## config.mk

```make
export PLATFORM = sky130hd
export DESIGN_NAME = pe2ddr
export DESIGN_NICKNAME = d
export VERILOG_FILES = /design/src/rtl/pe2ddr.sv
export SDC_FILE = /design/constraint.sdc
export NUM_CORES = 1
export LEC_CHECK = 0
export ABC_AREA = 1
export CAP_MARGIN = 20
export CORE_MARGIN = 3
export CORE_UTILIZATION = 49
export CTS_CLUSTER_DIAMETER = 100
export CTS_CLUSTER_SIZE = 20
export DETAILED_ROUTE_END_ITERATION = 8
export PLACE_DENSITY_LB_ADDON = 0.12
export SLEW_MARGIN = 40
export SYNTH_ARGS = -nofsm -noshare
export SYNTH_HDL_FRONTEND = slang
export SYNTH_SLANG_ARGS = --single-unit
export TNS_END_PERCENT = 100
```

## constraint.sdc

```tcl
create_clock -name clk -period 5.7 [get_ports clk]
set_input_delay 1.14 -clock clk [delete_from_list [all_inputs] [get_ports clk]]
set_output_delay 1.14 -clock clk [all_outputs]
set_load 0.03 [all_outputs]
```

## src/rtl/pe2ddr.sv

```systemverilog
// pe2ddr: drains per-PE accumulation buffers into DDR as write bursts.
// PEs enabled in the mask are visited in ascending order. Each PE's buffer is
// read through a 1-cycle-latency port into a small skid FIFO that feeds the
// DDR data channel. Bursts are capped by conf_burst, and the PEs are packed
// contiguously in DDR.
// Optional feature: define PE2DDR_RELU_EN to zero every negative lane at the
// FIFO output.
module pe2ddr #(
    parameter int BUF_DEPTH  = 256,
    parameter int PE_NUM     = 32,
    parameter int DATA_W     = 16,
    parameter int BATCH      = 4,
    parameter int DDR_W      = 64,
    parameter int DDR_ADDR_W = 32,
    parameter int BURST_W    = 8,
    parameter int ADDR_W     = $clog2(BUF_DEPTH),
    parameter int FIFO_DEPTH = 4
) (
    input  logic                      clk,
    input  logic                      rst,
    input  logic                      start,
    output logic                      done,
    input  logic [DDR_ADDR_W-1:0]     conf_st_addr,
    input  logic [ADDR_W:0]           conf_trans_num,
    input  logic [BURST_W-1:0]        conf_burst,
    input  logic [PE_NUM-1:0]         conf_mask,
    output logic                      abuf_rd_en,
    output logic [ADDR_W-1:0]         abuf_rd_addr,
    output logic [$clog2(PE_NUM)-1:0] abuf_rd_sel,
    input  logic [BATCH*DATA_W-1:0]   abuf_rd_data,
    output logic [DDR_ADDR_W-1:0]     ddr_addr,
    output logic [BURST_W-1:0]        ddr_size,
    output logic                      ddr_addr_valid,
    input  logic                      ddr_addr_ready,
    output logic [DDR_W-1:0]          ddr_data,
    output logic                      ddr_data_last,
    output logic                      ddr_data_valid,
    input  logic                      ddr_data_ready
);

    localparam int SEL_W = $clog2(PE_NUM);
    localparam int TN_W  = ADDR_W + 1;
    localparam int CMP_W = (TN_W > BURST_W) ? TN_W : BURST_W;
    localparam int PTR_W = $clog2(FIFO_DEPTH);
    localparam int CNT_W = PTR_W + 1;
    localparam logic [CNT_W-1:0] FIFO_FULL = CNT_W'(FIFO_DEPTH);

    typedef enum logic [2:0] {S_IDLE, S_SEL, S_ADDR, S_DATA, S_FIN} state_t;

    state_t                  state_reg, state_next;
    logic [TN_W-1:0]         trans_num_reg;
    logic [BURST_W-1:0]      burst_reg;
    logic [PE_NUM-1:0]       mask_rem_reg;
    logic [SEL_W-1:0]        sel_reg;
    logic [DDR_ADDR_W-1:0]   ddr_addr_reg;
    logic [TN_W-1:0]         rd_cnt_reg;     // buffer reads issued for current PE
    logic [TN_W-1:0]         words_reg;      // words already covered by address beats
    logic [BURST_W-1:0]      burst_len_reg;
    logic [BURST_W-1:0]      beat_cnt_reg;
    logic                    rd_pend_reg;    // read issued last cycle, data arrives now

    logic [DDR_W-1:0]        fifo_mem [FIFO_DEPTH];
    logic [PTR_W-1:0]        wr_ptr_reg, rd_ptr_reg;
    logic [CNT_W-1:0]        fifo_cnt_reg;

    logic [TN_W-1:0]         remain;
    logic [BURST_W-1:0]      size_calc;
    logic [SEL_W-1:0]        sel_idx;
    logic                    sel_empty;
    logic                    addr_hs, data_hs, last_beat;
    logic                    fifo_push, fifo_pop, fifo_empty;
    logic [CNT_W-1:0]        occ;
    logic [DDR_W-1:0]        head, lane_out;

    // Handshakes, burst sizing and read-prefetch throttle.
    assign remain     = trans_num_reg - words_reg;
    assign sel_empty  = (mask_rem_reg == '0) || (trans_num_reg == '0);
    assign addr_hs    = ddr_addr_valid && ddr_addr_ready;
    assign data_hs    = ddr_data_valid && ddr_data_ready;
    assign last_beat  = (beat_cnt_reg == burst_len_reg - BURST_W'(1));
    assign fifo_empty = (fifo_cnt_reg == '0);
    assign fifo_push  = rd_pend_reg;
    assign fifo_pop   = data_hs;
    // Reads in flight count against capacity so a stall can never overflow.
    assign occ        = fifo_cnt_reg + CNT_W'(rd_pend_reg);

    assign ddr_addr_valid = (state_reg == S_ADDR);
    assign ddr_addr       = ddr_addr_reg;
    assign ddr_size       = (state_reg == S_ADDR) ? size_calc : '0;
    assign ddr_data_valid = (state_reg == S_DATA) && !fifo_empty;
    assign ddr_data_last  = ddr_data_valid && last_beat;
    assign ddr_data       = ddr_data_valid ? lane_out : '0;
    assign done           = (state_reg == S_FIN);
    assign abuf_rd_en     = ((state_reg == S_ADDR) || (state_reg == S_DATA)) &&
                            (rd_cnt_reg < trans_num_reg) && (occ < FIFO_FULL);
    assign abuf_rd_addr   = rd_cnt_reg[ADDR_W-1:0];
    assign abuf_rd_sel    = sel_reg;

    // Burst length is the smaller of the cap and the words this PE has left.
    always_comb begin
        size_calc = BURST_W'(remain);
        if (CMP_W'(burst_reg) < CMP_W'(remain)) begin
            size_calc = burst_reg;
        end
    end

    // Priority pick of the lowest remaining PE (scan downward so lowest wins).
    always_comb begin
        sel_idx = '0;
        for (int i = PE_NUM - 1; i >= 0; i--) begin
            if (mask_rem_reg[i]) begin
                sel_idx = SEL_W'(i);
            end
        end
    end

    // State register.
    always_ff @(posedge clk) begin
        if (rst) begin
            state_reg <= S_IDLE;
        end else begin
            state_reg <= state_next;
        end
    end

    // Next-state logic.
    always_comb begin
        state_next = state_reg;
        case (state_reg)
            S_IDLE: if (start) state_next = S_SEL;
            S_SEL:  state_next = sel_empty ? S_FIN : S_ADDR;
            S_ADDR: if (addr_hs) state_next = S_DATA;
            S_DATA: if (data_hs && last_beat) begin
                        state_next = (words_reg < trans_num_reg) ? S_ADDR : S_SEL;
                    end
            S_FIN:  state_next = S_IDLE;
            default: state_next = S_IDLE;
        endcase
    end

    // Config latch, PE walk, address/word/beat counters.
    always_ff @(posedge clk) begin
        if (rst) begin
            trans_num_reg <= '0;
            burst_reg     <= '0;
            mask_rem_reg  <= '0;
            sel_reg       <= '0;
            ddr_addr_reg  <= '0;
            rd_cnt_reg    <= '0;
            words_reg     <= '0;
            burst_len_reg <= '0;
            beat_cnt_reg  <= '0;
            rd_pend_reg   <= 1'b0;
        end else begin
            rd_pend_reg <= abuf_rd_en;
            if (abuf_rd_en) begin
                rd_cnt_reg <= rd_cnt_reg + TN_W'(1);
            end
            case (state_reg)
                S_IDLE: if (start) begin
                    trans_num_reg <= conf_trans_num;
                    burst_reg     <= conf_burst;
                    mask_rem_reg  <= conf_mask;
                    ddr_addr_reg  <= conf_st_addr;
                end
                S_SEL: if (!sel_empty) begin
                    sel_reg               <= sel_idx;
                    mask_rem_reg[sel_idx] <= 1'b0;
                    rd_cnt_reg            <= '0;
                    words_reg             <= '0;
                end
                S_ADDR: if (addr_hs) begin
                    burst_len_reg <= size_calc;
                    beat_cnt_reg  <= '0;
                    words_reg     <= words_reg + TN_W'(size_calc);
                    // Wraps modulo 2^DDR_ADDR_W; PEs follow each other with no gap.
                    ddr_addr_reg  <= ddr_addr_reg + DDR_ADDR_W'(size_calc);
                end
                S_DATA: if (data_hs) begin
                    beat_cnt_reg <= beat_cnt_reg + BURST_W'(1);
                end
                default: ;
            endcase
        end
    end

    // Skid FIFO storage; small, so read combinationally from the head.
    always_ff @(posedge clk) begin
        if (fifo_push) begin
            fifo_mem[wr_ptr_reg] <= abuf_rd_data;
        end
    end

    // Skid FIFO pointers and occupancy.
    always_ff @(posedge clk) begin
        if (rst) begin
            wr_ptr_reg   <= '0;
            rd_ptr_reg   <= '0;
            fifo_cnt_reg <= '0;
        end else begin
            if (fifo_push) wr_ptr_reg <= wr_ptr_reg + PTR_W'(1);
            if (fifo_pop)  rd_ptr_reg <= rd_ptr_reg + PTR_W'(1);
            if (fifo_push && !fifo_pop) begin
                fifo_cnt_reg <= fifo_cnt_reg + CNT_W'(1);
            end else if (!fifo_push && fifo_pop) begin
                fifo_cnt_reg <= fifo_cnt_reg - CNT_W'(1);
            end
        end
    end

    assign head = fifo_mem[rd_ptr_reg];

    // Per-lane output stage: optional ReLU, otherwise pass-through.
    for (genvar gi = 0; gi < BATCH; gi++) begin : g_lane
`ifdef PE2DDR_RELU_EN
        assign lane_out[gi*DATA_W +: DATA_W] =
            head[gi*DATA_W + DATA_W - 1] ? '0 : head[gi*DATA_W +: DATA_W];
`else
        assign lane_out[gi*DATA_W +: DATA_W] = head[gi*DATA_W +: DATA_W];
`endif
    end

endmodule

```

==> impl_metrics.json <==
{
  "grt-ovfl-total": 0,
  "track_usage": 0.227,
  "status": "complete, but fails checks",
  "clkSlewWorstSetupHoldPaths_ns": 0.09,
  "ys_warn_count": 0,
  "slew_headroom": 0.487,
  "synth_cell_types": 55,
  "cts_hold_buf": 0,
  "dieArea_mm2": 0.0396,
  "whs_endpoint": "burst_reg[4]",
  "max_freq_mhz": 172,
  "synth_simple_gate_area_frac": 0.160,
  "synth-compound-area-share": 0.155,
  "fp.dieW_um": 199,
  "hold_depth": 2,
  "clk_latency_ns": 0.55,
  "cp_slowest_stage_delay_ns": 0.39,
  "r2r-start": "trans_num_reg[0]",
  "fin_nets": 2419,
  "vdd_drop_max_uv": 304,
  "port_buffers": 271,
  "cts_tree": "done",
  "ctsHtreeMaxLevel": 1,
  "syn_area_mm2": 0.0183,
  "layout-drive-gt1-share": 0.0605,
  "fin_ws_ns": -0.119,
  "regToRegEndpoint": "ddr_addr[28]",
  "core-area_mm2": 0.0367,
  "crit_path_frequent_cell": "inv_2",
  "rsz0062_at_grt": "yes",
  "fin_skew_ns": 0.0236,
  "arrival_ns": 6.22,
  "switchingPower_mw": 4.14,
  "grt_pass1_vias": 14000,
  "drc_errors": 0,
  "largest_reg_flops": 256,
  "leakage_nw": 8.24,
  "finalCriticalPeriod_ns": 5.82,
  "place_congestion": 0.855,
  "grt_use_met2": 0.381,
  "slew_viol_final": 0,
  "hold_start": "burst_reg[4]",
  "p_comb_frac": 0.454,
  "avgSynthCellArea_um2": 9.20,
  "via_per_inst": 5.41,
  "met1_usage": 0.316,
  "syn_inst": 1984,
  "grt.busiest_layer": "met2",
  "finalSetupViolCount": 1,
  "grt_start_max_net_pins": 89,
  "seq_power_share": 0.379,
  "worst_pin_slew_ns": 0.769,
  "synth_top_family_by_area": "simple AND/OR/NAND/NOR gates",
  "grt_first_pass_wirelength_um": 73100,
  "synth_adder_area_share": 0.0373,
  "powerDensity_mw_per_mm2": 449,
  "first_iter_violations": 1040,
  "worstSetupEndpointType": "flip-flop",
  "critPathSlowestCell": "fa_2",
  "yosysSeqAreaShare": 0.567,
  "wl_um": 47100,
  "switching_share": 0.414,
  "syn_nets": 2186,
  "cts.path.max_buffers": 3,
  "crit_required_ns": 6.10,
  "use_met3": 0.0322,
  "die_h_um": 199,
  "pwr-share-clk": 0.167,
  "root_buffer": "clkbuf_16",
  "crit_fanout": 7,
  "dp_hpwl_um": 29400,
  "vias": 14600,
  "crit_path_start_kind": "flip-flop",
  "cts.sinks": 389,
  "antenna_found_initial": 2,
  "synthMuxAreaShare": 0,
  "hold_viol": 0,
  "ioPinCount": 272,
  "wl_per_cell_um": 17.5,
  "drt_pass1_iterations": 5,
  "syn_to_final_growth_pct": 22.1,
  "rows": 70,
  "hp-class": "flip-flop to flip-flop",
  "cts_buffers": 23,
  "ys_seq_elements": 389,
  "route.antenna.remaining_nets": 0,
  "violations": "negative setup slack",
  "path_class": "flip-flop to flip-flop",
  "r2r.worst_path.cells": 37,
  "p_int_mw": 5.86,
  "initial_utilization": 0.498,
  "place_ws_ns": -0.203,
  "timing.final.crit_share": 1.02,
  "r2r_slack_ns": -0.12,
  "fin_util": 0.607,
  "drv_cap": 0,
  "whs_ns": 0.498,
  "synth-xor-area-share": 0.0245
}
[metal layers]
| layer | vias to the layer above | wire length, um |
|---|---|---|
| met2 | 406 | 22700 |
| met1 | 6916 | 20700 |
| met3 | 58 | 2790 |
| met4 | 4 | 904 |
| li1 | 7214 | - |
| met5 | - | 27 |
[how the worst max path moves through the flow]
stage | startpoint | endpoint | slack (ns) | cells after the start
2_1_floorplan | trans_num_reg[0] | ddr_addr[28] | 0.38 | 36
3_3_place_gp | trans_num_reg[0] | ddr_addr[28] | 0.02 | 35
3_5_place_dp | trans_num_reg[0] | ddr_addr[28] | -0.20 | 35
4_1_cts | trans_num_reg[0] | ddr_addr[28] | 0.007 | 38
5_1_grt | trans_num_reg[0] | ddr_addr[28] | -0.40 | 38
6_report | trans_num_reg[0] | ddr_addr[28] | -0.12 | 37
[what timing repair did]
item,in CTS,in global routing
gates resized for setup,11,44
setup buffers,0,16
pin swaps,0,22
cloned,0,0
endpoints found under the setup margin,15,21
[cell type report]
cell class	instances	area [um2]
Inverter	165	629
Clock buffer	37	628
Tap cell	468	586
Timing Repair Buffer	311	3030
Antenna cell	1	2.50
Sequential cell	389	10400
Fill cell	3090	14400
Clock inverter	2	25.0
Multi-Input combinational cell	1327	7030
[cells by family after synthesis]
group	after synthesis
compound gates	530
xor+xnor	51
fa+ha+maj	52
buf+inv	268
flops	389
simple gates	694
[stage by stage]
step	power, mW	setup TNS [ns]	instance area, um2	std cells
after floorplan	6.66	0	18300	1984
after global placement	7.89	0	21300	2644
after detailed placement	7.98	-0.652	21400	2644
after CTS	9.68	0	22000	2683
after global routing	10.7	-2.44	22300	2699
final	10.0	-0.119	22300	2700
[Yosys cell counts (all sizes together)]
library cell | n | area, um2
o21a | 2 | 15.0
fa | 4 | 80.1
a21oi | 222 | 1110
a221o | 1 | 10.0
a21boi | 1 | 7.51
nand3b | 2 | 15.0
a2111oi | 1 | 8.76
clkinv | 3 | 11.3
o21bai | 28 | 214
ha | 48 | 601
o31ai | 4 | 40.0
nor3 | 16 | 96.4
a211oi | 6 | 45.0
nor3b | 5 | 42.5
o2111ai | 1 | 8.76
dfxtp | 133 | 2660
nand3 | 54 | 288
a311oi | 1 | 8.76
nand2 | 187 | 727
o21ai | 250 | 1260
clkbuf | 73 | 274
edfxtp | 256 | 7690
xnor2 | 14 | 123
buf | 30 | 145
a21o | 1 | 7.51
o41ai | 1 | 8.76
o22ai | 1 | 6.26
and3 | 1 | 6.26
nor4 | 7 | 73.8
nor2 | 392 | 1480
o221ai | 1 | 8.76
a31oi | 5 | 31.3
nand4 | 26 | 163
or2 | 4 | 25.0
inv | 162 | 608
o211ai | 4 | 30.0
xor2 | 37 | 324
[worst max-delay path: cells and delay by family (launching register included)]
family / cells / cell delay [ns]
AO/OA/AOI/OAI: 11 / 1.60
buffers and inverters: 8 / 0.66
adder cells (fa/ha/maj): 4 / 1.12
XOR/XNOR: 2 / 0.37
flip-flops: 1 / 0.34
AND/OR/NAND/NOR: 12 / 1.56
[placed cells by master (no fill, tap or decap), drive strengths merged, types with 2 or more instances in the layout]
cell | netlist | final
or2 | 4 | 4
buf | 30 | 41
nand3b | 2 | 2
o21ai | 250 | 250
nor4 | 7 | 7
dlygate4sd2 | 0 | 2
inv | 162 | 161
o21bai | 28 | 28
o31ai | 4 | 4
nor3b | 5 | 5
o211ai | 4 | 4
dlymetal6s2s | 0 | 2
a211oi | 6 | 6
nand2 | 187 | 187
o21a | 2 | 2
xor2 | 37 | 37
dfxtp | 133 | 133
a31oi | 5 | 5
clkbuf | 73 | 39
nand4 | 26 | 26
clkinv | 3 | 6
nor3 | 16 | 16
nand3 | 54 | 54
a21oi | 222 | 222
clkdlybuf4s50 | 0 | 263
xnor2 | 14 | 14
edfxtp | 256 | 256
nor2 | 392 | 392
fa | 4 | 4
ha | 48 | 48
[power groups by stage]
stage | Clock, mW | Combinational, mW | Sequential [mW]
finish | 1.67 | 4.54 | 3.79
global route | 1.82 | 5.06 | 3.85
CTS | 1.71 | 4.19 | 3.78
detailed placement | 0 | 4.14 | 3.84
global placement | 0 | 4.06 | 3.83
floorplan | 0 | 2.67 | 3.99
Power figures use the tool's default switching activity.
